==> src/rtl/la_pkg.sv <==
`default_nettype none
// ============================================================================
//  Module      : la_pkg
//  Description : Shared types and constants for the logic analyzer capture
//                controller: opcodes, FSM states, status codes and packet
//                field positions.
//  Revision    : 1.0 - initial release
// ============================================================================
package la_pkg;

  // Configuration opcodes carried in packet_in[23:20]
  typedef enum logic [3:0] {
    OP_SET_DIV   = 4'h1,
    OP_SET_COUNT = 4'h2,
    OP_SET_MASK  = 4'h3,
    OP_SET_VAL   = 4'h4,
    OP_ARM       = 4'h5,
    OP_ABORT     = 4'h6
  } opcode_t;

  // Capture controller states
  typedef enum logic [1:0] {
    S_IDLE    = 2'd0,
    S_ARMED   = 2'd1,
    S_CAPTURE = 2'd2,
    S_DONE    = 2'd3
  } state_t;

  // Status codes reported in the final status packet
  localparam logic [7:0] c_CODE_DONE  = 8'hD0;
  localparam logic [7:0] c_CODE_ABORT = 8'hAB;

  // nbytes field values for outgoing packets
  localparam logic [1:0] c_NBYTES_DATA   = 2'b10;
  localparam logic [1:0] c_NBYTES_STATUS = 2'b11;

  // Incoming packet field positions
  localparam int c_CFG_FLAG_BIT = 28;
  localparam int c_OP_HI        = 23;
  localparam int c_OP_LO        = 20;
  localparam int c_ARG_HI       = 19;

  // Assemble an outgoing packet {flag, nbytes, rsvd, payload}
  function automatic logic [28:0] make_pkt(input logic        flag,
                                           input logic [1:0]  nbytes,
                                           input logic [23:0] payload);
    return {flag, nbytes, 2'b00, payload};
  endfunction

endpackage
`default_nettype wire

==> src/rtl/la_capture_ctrl_prescaler.sv <==
`default_nettype none
// ============================================================================
//  Module      : la_prescaler
//  Description : Sample-rate prescaler. Counts 0..div_max while enabled and
//                pulses o_tick on the terminal count, giving a tick period of
//                div_max+1 cycles. Holds its count while disabled.
//  Revision    : 1.0 - initial release
// ============================================================================
module la_prescaler #(
  parameter int DIV_W = 20
) (
  input  logic             clk,
  input  logic             rst,
  input  logic             i_clear,
  input  logic             i_enable,
  input  logic [DIV_W-1:0] i_div_max,
  output logic             o_tick
);

  logic [DIV_W-1:0] r_cnt;
  logic             w_wrap;

  assign w_wrap = (r_cnt == i_div_max);
  assign o_tick = i_enable && w_wrap;

  // Free-running divider: clear has priority, reload to zero on terminal count
  always_ff @(posedge clk or posedge rst) begin
    if (rst) begin
      r_cnt <= '0;
    end else if (i_clear) begin
      r_cnt <= '0;
    end else if (i_enable) begin
      r_cnt <= w_wrap ? '0 : r_cnt + DIV_W'(1);
    end
  end

endmodule
`default_nettype wire

==> src/rtl/la_capture_ctrl.sv <==
`default_nettype none
// ============================================================================
//  Module      : la_capture_ctrl
//  Description : Logic analyzer capture controller. Decodes configuration
//                packets, waits for a mask/value trigger, streams samples as
//                data packets and finishes with a status packet.
//  Revision    : 1.0 - initial release
// ============================================================================
module la_capture_ctrl import la_pkg::*; #(
  parameter int WIDTH         = 32,
  parameter int PERIPH_ADDR_W = 3,
  parameter int PINS          = 16,
  parameter int DIV_W         = 20
) (
  input  logic                       clk,
  input  logic                       rst,
  input  logic [WIDTH-1:0]           packet_in,
  input  logic                       packet_in_valid,
  input  logic [PINS-1:0]            pin_vals,
  output logic [WIDTH-PERIPH_ADDR_W-1:0] packet_out,
  output logic                       data_valid,
  input  logic                       data_ready,
  output logic                       busy
);

  localparam int OUT_W = WIDTH - PERIPH_ADDR_W;

  // Pin synchronizer
  logic [PINS-1:0]  r_sync1, r_sync2;

  // Configuration and run counters
  logic [DIV_W-1:0] r_div_max;
  logic [15:0]      r_sample_count;
  logic [PINS-1:0]  r_trig_mask, r_trig_val;
  logic [15:0]      r_overrun;
  logic [15:0]      r_taken;
  logic             r_abort;

  // FSM
  state_t           r_state, w_next_state;

  // Output register
  logic [OUT_W-1:0] r_pkt;
  logic             r_valid;
  logic             r_stat_pend;

  // Decode and control
  logic             w_cmd, w_in_idle, w_arm, w_abort, w_accept, w_trig_hit;
  logic [3:0]       w_op;
  logic [19:0]      w_arg;
  logic [15:0]      w_taken_next;
  logic             w_last;
  logic             w_tick, w_pre_clear, w_pre_en;
  logic             w_capture, w_status_load, w_load_sample, w_drop;
  logic             w_unused;

  assign w_cmd        = packet_in_valid && packet_in[c_CFG_FLAG_BIT];
  assign w_op         = packet_in[c_OP_HI:c_OP_LO];
  assign w_arg        = packet_in[c_ARG_HI:0];
  assign w_in_idle    = (r_state == S_IDLE);
  assign w_arm        = w_cmd && (w_op == OP_ARM) && w_in_idle;
  assign w_abort      = w_cmd && (w_op == OP_ABORT) && !w_in_idle;
  assign w_accept     = r_valid && data_ready;
  assign w_trig_hit   = ((r_sync2 & r_trig_mask) == (r_trig_val & r_trig_mask));
  assign w_taken_next = r_taken + 16'd1;
  assign w_last       = (r_sample_count != 16'd0) && (w_taken_next == r_sample_count);
  // A capture lands in the output register if it is empty or being emptied
  assign w_load_sample = w_capture && (!r_valid || data_ready);
  assign w_drop        = w_capture && r_valid && !data_ready;
  assign w_unused      = ^{packet_in[WIDTH-1:c_CFG_FLAG_BIT+1], packet_in[c_CFG_FLAG_BIT-1:c_OP_HI+1]};

  assign packet_out = r_pkt;
  assign data_valid = r_valid;

  la_prescaler #(.DIV_W(DIV_W)) u_prescaler (
    .clk       (clk),
    .rst       (rst),
    .i_clear   (w_pre_clear),
    .i_enable  (w_pre_en),
    .i_div_max (r_div_max),
    .o_tick    (w_tick)
  );

  // Two-flop synchronizer on the asynchronous pin inputs
  always_ff @(posedge clk or posedge rst) begin
    if (rst) begin
      r_sync1 <= '0;
      r_sync2 <= '0;
    end else begin
      r_sync1 <= pin_vals;
      r_sync2 <= r_sync1;
    end
  end

  // State register
  always_ff @(posedge clk or posedge rst) begin
    if (rst) r_state <= S_IDLE;
    else     r_state <= w_next_state;
  end

  // Next-state, prescaler control and capture/status strobes; ABORT beats a tick
  always_comb begin
    w_next_state  = r_state;
    busy          = (r_state != S_IDLE);
    w_pre_clear   = 1'b0;
    w_pre_en      = 1'b0;
    w_capture     = 1'b0;
    w_status_load = 1'b0;
    case (r_state)
      S_IDLE: begin
        if (w_arm) begin
          w_next_state = S_ARMED;
          w_pre_clear  = 1'b1;
        end
      end
      S_ARMED: begin
        w_pre_en = 1'b1;
        if (w_abort) begin
          w_next_state = S_DONE;
        end else if (w_tick && w_trig_hit) begin
          w_capture    = 1'b1;
          w_next_state = w_last ? S_DONE : S_CAPTURE;
        end
      end
      S_CAPTURE: begin
        w_pre_en = 1'b1;
        if (w_abort) begin
          w_next_state = S_DONE;
        end else if (w_tick) begin
          w_capture = 1'b1;
          if (w_last) w_next_state = S_DONE;
        end
      end
      S_DONE: begin
        if (!r_valid) begin
          w_status_load = 1'b1;
        end else if (r_stat_pend && data_ready) begin
          w_next_state = S_IDLE;
        end
      end
      default: w_next_state = S_IDLE;
    endcase
  end

  // Configuration writes (IDLE only) and per-run counters
  always_ff @(posedge clk or posedge rst) begin
    if (rst) begin
      r_div_max      <= '0;
      r_sample_count <= '0;
      r_trig_mask    <= '0;
      r_trig_val     <= '0;
      r_overrun      <= '0;
      r_taken        <= '0;
      r_abort        <= 1'b0;
    end else begin
      if (w_cmd && w_in_idle) begin
        case (w_op)
          OP_SET_DIV:   r_div_max      <= w_arg[DIV_W-1:0];
          OP_SET_COUNT: r_sample_count <= w_arg[15:0];
          OP_SET_MASK:  r_trig_mask    <= w_arg[PINS-1:0];
          OP_SET_VAL:   r_trig_val     <= w_arg[PINS-1:0];
          default:      ;
        endcase
      end
      if (w_arm) begin
        r_overrun <= '0;
        r_taken   <= '0;
        r_abort   <= 1'b0;
      end
      if (w_capture) begin
        r_taken <= w_taken_next;
        if (w_drop && (r_overrun != 16'hFFFF)) r_overrun <= r_overrun + 16'd1;
      end
      // An ABORT arriving after normal completion leaves the completion code alone
      if (w_abort && (r_state != S_DONE)) r_abort <= 1'b1;
    end
  end

  // Output register: sample load, status load, or drain on acceptance
  always_ff @(posedge clk or posedge rst) begin
    if (rst) begin
      r_pkt       <= '0;
      r_valid     <= 1'b0;
      r_stat_pend <= 1'b0;
    end else if (w_load_sample) begin
      r_pkt       <= OUT_W'(make_pkt(1'b0, c_NBYTES_DATA, 24'(r_sync2)));
      r_valid     <= 1'b1;
      r_stat_pend <= 1'b0;
    end else if (w_status_load) begin
      r_pkt       <= OUT_W'(make_pkt(1'b1, c_NBYTES_STATUS,
                                     {(r_abort ? c_CODE_ABORT : c_CODE_DONE), r_overrun}));
      r_valid     <= 1'b1;
      r_stat_pend <= 1'b1;
    end else if (w_accept) begin
      r_valid     <= 1'b0;
      r_stat_pend <= 1'b0;
    end
  end

endmodule
`default_nettype wire
==> config.mk <==
export PLATFORM = sky130hd
export DESIGN_NAME = la_capture_ctrl
export DESIGN_NICKNAME = d
export VERILOG_FILES = /design/src/rtl/la_pkg.sv /design/src/rtl/la_capture_ctrl_prescaler.sv /design/src/rtl/la_capture_ctrl.sv
export SDC_FILE = /design/constraint.sdc
export NUM_CORES = 1
export LEC_CHECK = 0
export BUFFER_PORTS_ARGS = -buffer_cell sky130_fd_sc_hd__buf_2
export CELL_PAD_IN_SITES_DETAIL_PLACEMENT = 0
export CELL_PAD_IN_SITES_GLOBAL_PLACEMENT = 1
export CORE_UTILIZATION = 43
export DETAILED_ROUTE_END_ITERATION = 16
export PLACE_DENSITY = 0.85
export SLEW_MARGIN = 20
export SYNTH_ARGS = -nofsm -noshare
export SYNTH_HDL_FRONTEND = slang
export SYNTH_SLANG_ARGS = --single-unit
==> constraint.sdc <==
create_clock -name clk -period 5.23 [get_ports clk]
set_clock_uncertainty 0.05 [all_clocks]
set_input_delay 0.523 -clock clk [delete_from_list [all_inputs] [get_ports clk]]
set_output_delay 0.523 -clock clk [all_outputs]
set_load 0.01 [all_outputs]
==> impl_metrics.csv, run 1 <==
group,metric,value,unit
outcome,status,"finished clean",
worst_setup_path,cp_slowest_stage_delay,550,ps
worst_setup_path,end_kind,"flip-flop",
final_layout,diodes,0,
synth,ys.flop_type,"dfrtp_1",
timing,hold_violations,0,
routing,drt_wl_total,18900,um
worst_setup_path,arrival,3840,ps
timing,period_share,67.5,%
floorplanning,die_area,20300,um2
synth,avgSynthCellArea,11.6,um2
global_route,grt-ovfl-total,0,
global_route,grt_max_degree,178,
clock_network,cts_sinks,177,
clock_network,post_cts_buffers,0,
timing,min_period,3530,ps
place,dp_cells,1035,
global_route,first_global_vias,5549,
routing,ant_nets,0,
routing,drt-initial-drc-count,361,
worst_setup_path,crit_type,"reg -> reg",
floorplanning,coreArea,19400,um2
job,cap_violations,0,
clock_network,worstSkewPairLatency,440,ps
floorplanning,pin_count,83,
final_layout,drive_above_1_share,26.4,%
global_route,groute.usage.overall,20.1,%
routing,viasPerCell,5.39,
floorplanning,die_h,142,um
power_and_ir_drop,p_sw_share,31.8,%
clock_network,cts_root_buf,"clkbuf_16",
routing,vias,5753,
power_and_ir_drop,p_leak,4.63,nW
worst_setup_path,slowest_stage,"nor2b_1",
timing,fin_tns_setup,0,ps
synth,ys_types,68,
power_and_ir_drop,p_per_area,393,nW/um2
worst_setup_path,critPathTopFamily,"simple AND/OR/NAND/NOR gates",
global_route,antenna_found_initial,0,
power_and_ir_drop,p_int,2.58,mW
synth,synth_edf_count,0,
routing,drc,0,
synth,synth_top_area_share,52.2,%
synth,ys_top_cells_by_area,"dfrtp_1, mux2_2, xnor2_1",
clock_network,clockBufferDepth,2,
worst_setup_path,crit_buf_inv,2,
synth,synth-async-reset-ratio,100,%
timing,slew_violations,0,
clock_network,hold_buffers,0,
power_and_ir_drop,p_seq_share,44.8,%
global_route,grt_pass1_wl,30700,um
power_and_ir_drop,comb_power_share,22.0,%
clock_network,cts.repair.resized,0,
final_layout,final_cell_mix,"dfrtp_1, mux2_2, buf_2",
floorplanning,start_util,43.7,%
worst_setup_path,worstPathRequired,5540,ps
synth,yosys_warnings,0,
clock_network,htreeDepth,4,
synth,synth_top_area_cell,"dfrtp_1",
timing,rsz0062_at_grt,"false",
routing,drt-wirelength-per-cell,17.8,um
hold_path,worstHoldPathType,"in -> reg",
timing,relSlewSlack,30.3,%
place,globalplace.congestion,0.825,
final_layout,final-instance-count-excl-fill,1067,
final_layout,syn_to_final_growth,13.2,%
timing,timing.hold.ws,138,ps
worst_setup_path,crit_chain,"xnor2_1, nand4_1, nor3_1, and2_1, nand4_1, buf_4, nor2b_1, buf_4, a221o_1",
worst_setup_path,crit_fanout,18,
synth,syn_area,8480,um2
clock_network,cts_tree,"built",
synth,syn_inst,731,
final_layout,final_common_cell,"dfrtp_1",
floorplanning,die-width,142,um
clock_network,numCtsBuffers,17,
floorplanning,rows,51,
synth,yosys_register_bits,177,
timing,max_slew.worst_pin.slew,1040,ps
final_layout,fin_nets,848,
worst_setup_path,critPathLaunchType,"flip-flop",
place,io_buffers,72,
power_and_ir_drop,p_switching,1.20,mW
power_and_ir_drop,ir_drop,0.285,mV
final_layout,finish.utilization,49.5,%
routing,firstDrtPassIters,6,
clock_network,path_clk_slew,70,ps
synth,synth-seq-area-share,52.2,%
power_and_ir_drop,pwr-share-clk,33.2,%
place,dpl.hpwl,13200,um
timing,fmax,283,MHz
timing,setup_viol,0,
==> metrics by stage <==
step | cell area (um2) | setup WS [ps] | power [mW]
finish | 9610 | 1700 | 3.77
global placement | 9030 | 1700 | 2.52
global route | 9610 | 1450 | 3.97
CTS | 9610 | 1710 | 3.80
detailed placement | 9030 | 1720 | 2.54
floorplan | 8500 | 2390 | 2.29
==> final cells by class <==
type / count / area, um2
clock buffer: 20 / 457
clock inverter: 12 / 121
fill: 1767 / 9790
inverter: 16 / 63.8
multi-input combinational: 497 / 3770
sequential: 177 / 4430
tap: 265 / 332
timing repair buffer: 80 / 433
==> flip-flops by register name (all words and copies together), names as in the netlist, 2 cells and up <==
name               cells
packet_out            20
r_div_max             20
u_prescaler.r_cnt     20
r_overrun             16
r_sample_count        16
r_sync1               16
r_sync2               16
r_taken               16
r_trig_mask           16
r_trig_val            16
r_state                2
==> synthesized netlist by cell type (all sizes together) (3+ instances only) <==
master,n
ha,7
nor4,11
nand3,32
and2,6
xnor2,46
nand2,38
a22oi,8
a221o,18
mux2i,13
a211oi,3
xor2,26
nor3,13
mux2,75
o2111ai,4
o21ai,13
inv,16
dfrtp,177
buf,25
nor2,40
and3,26
nand3b,4
clkbuf,18
nand4,12
nand2b,9
or2,4
a21o,22
a21oi,15
or3,10
and4,6
nor3b,4
==> layer usage <==
layer / global-route usage [%] / part of all wire, % / up-vias
li1: - / - / 2745
met1: 28.3 / 48 / 2886
met2: 31.1 / 47 / 97
met3: 3.53 / 3.2 / 25
met4: 7.58 / 2.0 / 0
met5: 0 / 0 / -
==> worst reg2reg max path, stage by stage (launching register included) <==
cell     delay, ps
dfrtp_1        440
xnor2_1        220
nand4_1        110
nor3_1         430
and2_1         290
nand4_1        500
buf_4          410
nor2b_1        550
buf_4          290
a221o_1        170
==> cells by family after synthesis <==
family / after synthesis / share of synthesized area (%)
AND/OR/NAND/NOR: 225 / 15.0
flip-flops: 177 / 52.2
buffers and inverters: 59 / 3.54
multiplexers: 88 / 11.5
XOR/XNOR: 72 / 7.43
AO/OA/AOI/OAI: 102 / 9.22
adder cells (fa/ha/maj): 7 / 1.03
other: 1 / 0.0442
==> final timing paths <==
kind                                            start  cells past startpoint  slack [ps]             to
max in group asynchronous                         rst                      3        4110    r_taken[15]
min in group asynchronous                         rst                      3         250    r_sync2[10]
worst min register to register             r_sync1[3]                      0         300     r_sync2[3]
worst max register to register  u_prescaler.r_cnt[16]                      9        1700  packet_out[3]
worst min-delay path                     pin_vals[15]                      1         140    r_sync1[15]
worst max-delay path            u_prescaler.r_cnt[16]                      9        1700  packet_out[3]
==> power by group through the flow <==
stage	Clock, mW	Sequential (mW)	Combinational (mW)
2_1_floorplan	0	1.70	0.589
3_3_place_gp	0	1.71	0.813
3_5_place_dp	0	1.71	0.831
4_1_cts	1.28	1.69	0.835
5_1_grt	1.34	1.71	0.916
6_report	1.25	1.69	0.829
(Power assumes the default switching activity.)
==> run 2, diff against run 1 <==
==> constraint.sdc (replaced) <==
create_clock -name clk -period 3.2 [get_ports clk]
set_clock_uncertainty 0.05 [all_clocks]
set_input_delay 0.32 -clock clk [delete_from_list [all_inputs] [get_ports clk]]
set_output_delay 0.32 -clock clk [all_outputs]
set_load 0.01 [all_outputs]
==> impl_metrics.csv, run 2 (synthesized netlist as in run 1, its figures left out) <==
group,metric,value,unit
floorplanning,pin_count,83,
clock_network,worstSkewPairLatency,430,ps
timing,fin_tns_setup,0,ps
place,dpl.hpwl,14000,um
clock_network,path_clk_slew,70,ps
worst_setup_path,critPathLaunchType,"flip-flop",
worst_setup_path,slowest_stage,"a22o_1",
timing,slew_violations,0,
timing,timing.hold.ws,74.9,ps
clock_network,htreeDepth,4,
outcome,status,"finished, violations left",
power_and_ir_drop,ir_drop,0.457,mV
worst_setup_path,critPathTopFamily,"compound AO/OA/AOI/OAI gates",
worst_setup_path,regToRegStartpoint,"r_state[0]",
routing,ant_nets,0,
worst_setup_path,end_kind,"flip-flop",
routing,firstDrtPassIters,11,
clock_network,numCtsBuffers,17,
hold_path,worstHoldPathType,"in -> reg",
hold_path,min-delay-start,"packet_in[16]",
final_layout,final_cell_mix,"dfrtp_1, mux2_2, buf_2",
place,io_buffers,72,
clock_network,clockBufferDepth,2,
job,cap_violations,0,
timing,fmax,338,MHz
worst_setup_path,setup.worst_path.start,"r_state[0]",
power_and_ir_drop,p_int,4.17,mW
timing,min_period,2960,ps
power_and_ir_drop,p_switching,2.05,mW
final_layout,syn_to_final_growth,16.3,%
final_layout,fin_nets,875,
routing,viasPerCell,5.43,
timing,rsz0062_at_grt,"false",
final_layout,drive_above_1_share,26.9,%
floorplanning,die_h,142,um
final_layout,diodes,0,
global_route,groute.usage.overall,20.7,%
clock_network,post_cts_buffers,0,
power_and_ir_drop,p_sw_share,32.9,%
power_and_ir_drop,p_leak,4.75,nW
worst_setup_path,cpMostUsedCell,"inv_1",
worst_setup_path,arrival,3220,ps
floorplanning,die-width,142,um
routing,vias,5942,
global_route,first_global_vias,5812,
global_route,antenna_found_initial,1,
worst_setup_path,crit_chain,"inv_1, ha_1, inv_1, nor3_1, and3_1, nand3_1, a22o_1, a221o_1",
clock_network,cts_sinks,177,
final_layout,final_common_cell,"dfrtp_1",
clock_network,cts.repair.resized,0,
floorplanning,rows,51,
power_and_ir_drop,p_seq_share,44.5,%
worst_setup_path,crit_buf_inv,2,
power_and_ir_drop,comb_power_share,22.9,%
clock_network,cts_tree,"built",
worst_setup_path,cp_slowest_stage_delay,470,ps
routing,drt-initial-drc-count,448,
routing,drc,2,
timing,relSlewSlack,45.8,%
outcome,violations,"DRC",
global_route,grt-ovfl-total,0,
worst_setup_path,crit_fanout,20,
final_layout,fill_cells,1724,
worst_setup_path,worstPathRequired,3460,ps
routing,drt-wirelength-per-cell,18.0,um
power_and_ir_drop,pwr-share-clk,32.6,%
power_and_ir_drop,p_total,6.21,mW
place,globalplace.congestion,0.843,
power_and_ir_drop,p_per_area,630,nW/um2
global_route,grt_max_degree,143,
timing,period_share,92.4,%
clock_network,cts_root_buf,"clkbuf_16",
floorplanning,start_util,43.7,%
timing,hold_violations,0,
worst_setup_path,crit_type,"reg -> reg",
routing,drt_wl_total,19700,um
floorplanning,coreArea,19400,um2
timing,max_slew.worst_pin.slew,813,ps
global_route,grt_pass1_wl,31800,um
timing,setup_viol,0,
floorplanning,die_area,20300,um2
[run 2: cell types whose count changed in the layout (fill, tap and decap cells not counted)]
cell           delta
inv_8             +1
clkbuf_1          -1
dlygate4sd3_1    +17
inv_6             -1
buf_4            +10
clkinv_4          +2
bufinv_16         -1
clkinv_8          +4
clkbuf_8          -2
clkinv_2          -2
[run 2: cell type report]
| type | count | area (um2) | share of cell area [%] |
|---|---|---|---|
| clock buffer | 17 | 425 | 4.31 |
| multi-input combinational | 497 | 3770 | 38.2 |
| inverter | 16 | 63.8 | 0.647 |
| tap | 265 | 332 | 3.36 |
| sequential | 177 | 4430 | 44.9 |
| clock inverter | 15 | 166 | 1.69 |
| timing repair buffer | 107 | 678 | 6.87 |
[run 2: worst register-to-register path, cell delays in order (launching register included)]
cell and delay (ps):
dfrtp_1 410, inv_1 100, ha_1 450, inv_1 130, nor3_1 330, and3_1 380, nand3_1 120, a22o_1 470
a221o_1 410
[run 2: power by group through the flow]
| stage | clock network (mW) | registers, mW | logic, mW |
|---|---|---|---|
| after floorplan | 0 | 2.77 | 0.963 |
| after global placement | 0 | 2.79 | 1.38 |
| after detailed placement | 0 | 2.80 | 1.41 |
| after CTS | 2.07 | 2.76 | 1.43 |
| after global routing | 2.16 | 2.80 | 1.58 |
| final | 2.03 | 2.76 | 1.42 |
[run 2: metal layers]
| metal | wire length (um) | vias up | track usage [%] | part of all wire [%] |
|---|---|---|---|---|
| met4 | 343 | 0 | 7.24 | 1.7 |
| li1 | - | 2789 | - | - |
| met5 | 0 | - | 0 | 0 |
| met1 | 9050 | 2992 | 28.4 | 46 |
| met2 | 9570 | 132 | 33.5 | 49 |
| met3 | 770 | 29 | 3.30 | 3.9 |
[run 2: repair_timing]
| action | in CTS | in global routing |
|---|---|---|
| hold endpoints to repair | 20 | 0 |
| setup endpoints to repair | 0 | 0 |
| hold buffers | 17 | 0 |
[run 2: through the flow]
| step | utilization (%) | cell area, um2 | cells | setup slack (ps) |
|---|---|---|---|---|
| after floorplan | - | 8500 | 733 | 563 |
| after global placement | 46.9 | 9100 | 1045 | 363 |
| after detailed placement | 46.9 | 9100 | 1045 | 302 |
| after CTS | 50.9 | 9870 | 1094 | 293 |
| after global routing | 50.9 | 9870 | 1094 | 81.4 |
| final | 50.9 | 9870 | 1094 | 243 |
[run 2: path summary, 6_finish.rpt]
check	end	slack, ps	depth (start not counted)
worst max register to register	packet_out[8]	240	8
min in group asynchronous	packet_out[27]	550	4
worst min register to register	r_sync2[5]	300	0
max in group asynchronous	u_prescaler.r_cnt[3]	1930	4
worst max-delay path	packet_out[8]	240	8
worst min-delay path	r_div_max[16]	70	2
==> run 3, diff against run 2 <==
--- a/config.mk
+++ b/config.mk
@@ -8,9 +8,9 @@
 export BUFFER_PORTS_ARGS = -buffer_cell sky130_fd_sc_hd__buf_2
 export CELL_PAD_IN_SITES_DETAIL_PLACEMENT = 0
 export CELL_PAD_IN_SITES_GLOBAL_PLACEMENT = 1
-export CORE_UTILIZATION = 43
+export CORE_UTILIZATION = 48
 export DETAILED_ROUTE_END_ITERATION = 16
-export PLACE_DENSITY = 0.85
+export PLACE_DENSITY_LB_ADDON = 0.1
 export SLEW_MARGIN = 20
 export SYNTH_ARGS = -nofsm -noshare
 export SYNTH_HDL_FRONTEND = slang
==> constraint.sdc (replaced) <==
create_clock -name clk -period 3.35 [get_ports clk]
set_clock_uncertainty 0.05 [all_clocks]
set_input_delay 0.335 -clock clk [delete_from_list [all_inputs] [get_ports clk]]
set_output_delay 0.335 -clock clk [all_outputs]
set_load 0.01 [all_outputs]
==> impl_metrics.csv, run 3 (synthesized netlist as in run 1, its figures left out) <==
group,metric,value,unit
routing,vias,5950,
timing,relSlewSlack,42.9,%
timing,slew_violations,0,
worst_setup_path,regToRegStartpoint,"r_state[0]",
outcome,status,"finished clean",
worst_setup_path,crit_type,"reg -> reg",
routing,firstDrtPassIters,4,
floorplanning,rows,48,
place,globalplace.congestion,0.833,
global_route,grt_pass1_wl,31600,um
place,io_buffers,72,
place,post-place-ws,346,ps
routing,drt-initial-drc-count,318,
routing,drt_wl_total,19700,um
timing,fmax,335,MHz
timing,max_slew.worst_pin.slew,857,ps
worst_setup_path,cpMostUsedCell,"inv_1",
timing,fin_tns_setup,0,ps
clock_network,numCtsBuffers,17,
final_layout,final_common_cell,"dfrtp_1",
worst_setup_path,crit_buf_inv,2,
power_and_ir_drop,ir_drop,0.484,mV
global_route,antenna_found_initial,0,
hold_path,worstHoldPathType,"in -> reg",
timing,min_period,2980,ps
floorplanning,die_h,135,um
final_layout,regArea,4430,um2
clock_network,worstSkewPairLatency,430,ps
clock_network,cts_tree,"built",
timing,setup_viol,0,
timing,period_share,89.1,%
power_and_ir_drop,p_leak,4.74,nW
floorplanning,die_area,18200,um2
clock_network,cts_root_buf,"clkbuf_16",
floorplanning,die-width,135,um
worst_setup_path,end_kind,"flip-flop",
clock_network,htreeDepth,4,
final_layout,fin_nets,871,
final_layout,drive_above_1_share,26.5,%
place,dpl.hpwl,14000,um
clock_network,cts_sinks,177,
timing,setup_ws,366,ps
routing,ant_nets,0,
worst_setup_path,setup.worst_path.start,"r_state[0]",
global_route,grt-ovfl-total,0,
worst_setup_path,crit_chain,"inv_1, ha_1, inv_1, nor3_1, and3_1, nand3_1, a22o_1, a221o_1",
worst_setup_path,critPathTopFamily,"compound AO/OA/AOI/OAI gates",
final_layout,multiInputGateArea,3770,um2
routing,drc,0,
final_layout,fill_cells,1475,
floorplanning,pin_count,83,
worst_setup_path,worstPathRequired,3610,ps
timing,hold_violations,0,
timing,rsz0062_at_grt,"false",
global_route,groute.usage.overall,22.9,%
final_layout,syn_to_final_growth,15.4,%
global_route,grt_max_degree,131,
final_layout,final_cell_mix,"dfrtp_1, mux2_2, buf_2",
worst_setup_path,arrival,3240,ps
clock_network,path_clk_slew,70,ps
global_route,first_global_vias,5867,
worst_setup_path,crit_fanout,20,
power_and_ir_drop,p_per_area,610,nW/um2
worst_setup_path,critPathLaunchType,"flip-flop",
floorplanning,coreArea,17300,um2
worst_setup_path,slowest_stage,"a22o_1",
floorplanning,start_util,49.1,%
job,cap_violations,0,
routing,drt-wirelength-per-cell,18.8,um
hold_path,min-delay-start,"packet_in[18]",
worst_setup_path,cp_slowest_stage_delay,480,ps
final_layout,diodes,0,
clock_network,clockBufferDepth,2,
routing,viasPerCell,5.67,
[run 3: changes by cell type in the layout (fill, tap and decap cells not counted), sizes merged]
cell      previous run  this run
inv                 20        21
buf                 90        86
clkinvlp             3         2
bufinv               0         1
clkinv               8         7
[run 3: final timing paths]
path	cells after the start	to	slack, ps
worst min register to register	0	r_sync2[0]	300
max in group asynchronous	4	r_sync2[0]	1800
min in group asynchronous	3	u_prescaler.r_cnt[15]	420
worst max register to register	8	packet_out[9]	370
worst max-delay path	8	packet_out[9]	370
worst min-delay path	2	r_div_max[18]	90
[run 3: final cells by class]
type	count	share of cell area (%)
sequential	177	45.2
multi-input combinational	497	38.5
timing repair buffer	103	6.62
clock buffer	17	4.35
tap	225	2.88
clock inverter	15	1.75
inverter	16	0.652
[run 3: worst register-to-register path: stages, from the launching register on]
cell and delay [ps]:
dfrtp_1 400, inv_1 100, ha_1 450, inv_1 120, nor3_1 320, and3_1 400
nand3_1 120, a22o_1 480, a221o_1 420
[run 3: what timing repair did]
action                                  in CTS  in global routing
endpoints found under the setup margin       0                  0
hold endpoints to repair                    33                  0
hold buffers                                17                  0
gates resized for setup                      0                  0
buffers inserted                             0                  0
[run 3: power by group]
| part | switching [mW] | total (mW) | leakage (nW) | internal, mW |
|---|---|---|---|---|
| clock network | 0.928 | 1.99 | 0.291 | 1.06 |
| registers | 0.257 | 2.64 | 2.34 | 2.39 |
| logic | 0.762 | 1.34 | 2.11 | 0.577 |
[run 3: per-layer routing]
layer	GRT usage [%]	up-vias	wire, um
met5	0	-	0
met4	7.55	0	308
met3	3.60	21	613
met2	38.0	115	9740
met1	30.7	3041	9060
li1	-	2773	-
[run 3: per-stage QoR]
stage	area [um2]	hold slack [ps]	power, mW	cells	util, %
finish	9790	87.0	5.97	1050	56.6
global route	9790	74.6	6.27	1050	56.6
CTS	9790	73.0	6.03	1050	56.6
detailed placement	9020	286	4.01	1001	52.2
global placement	9020	282	3.97	1001	52.2
floorplan	8500	281	3.57	733	-
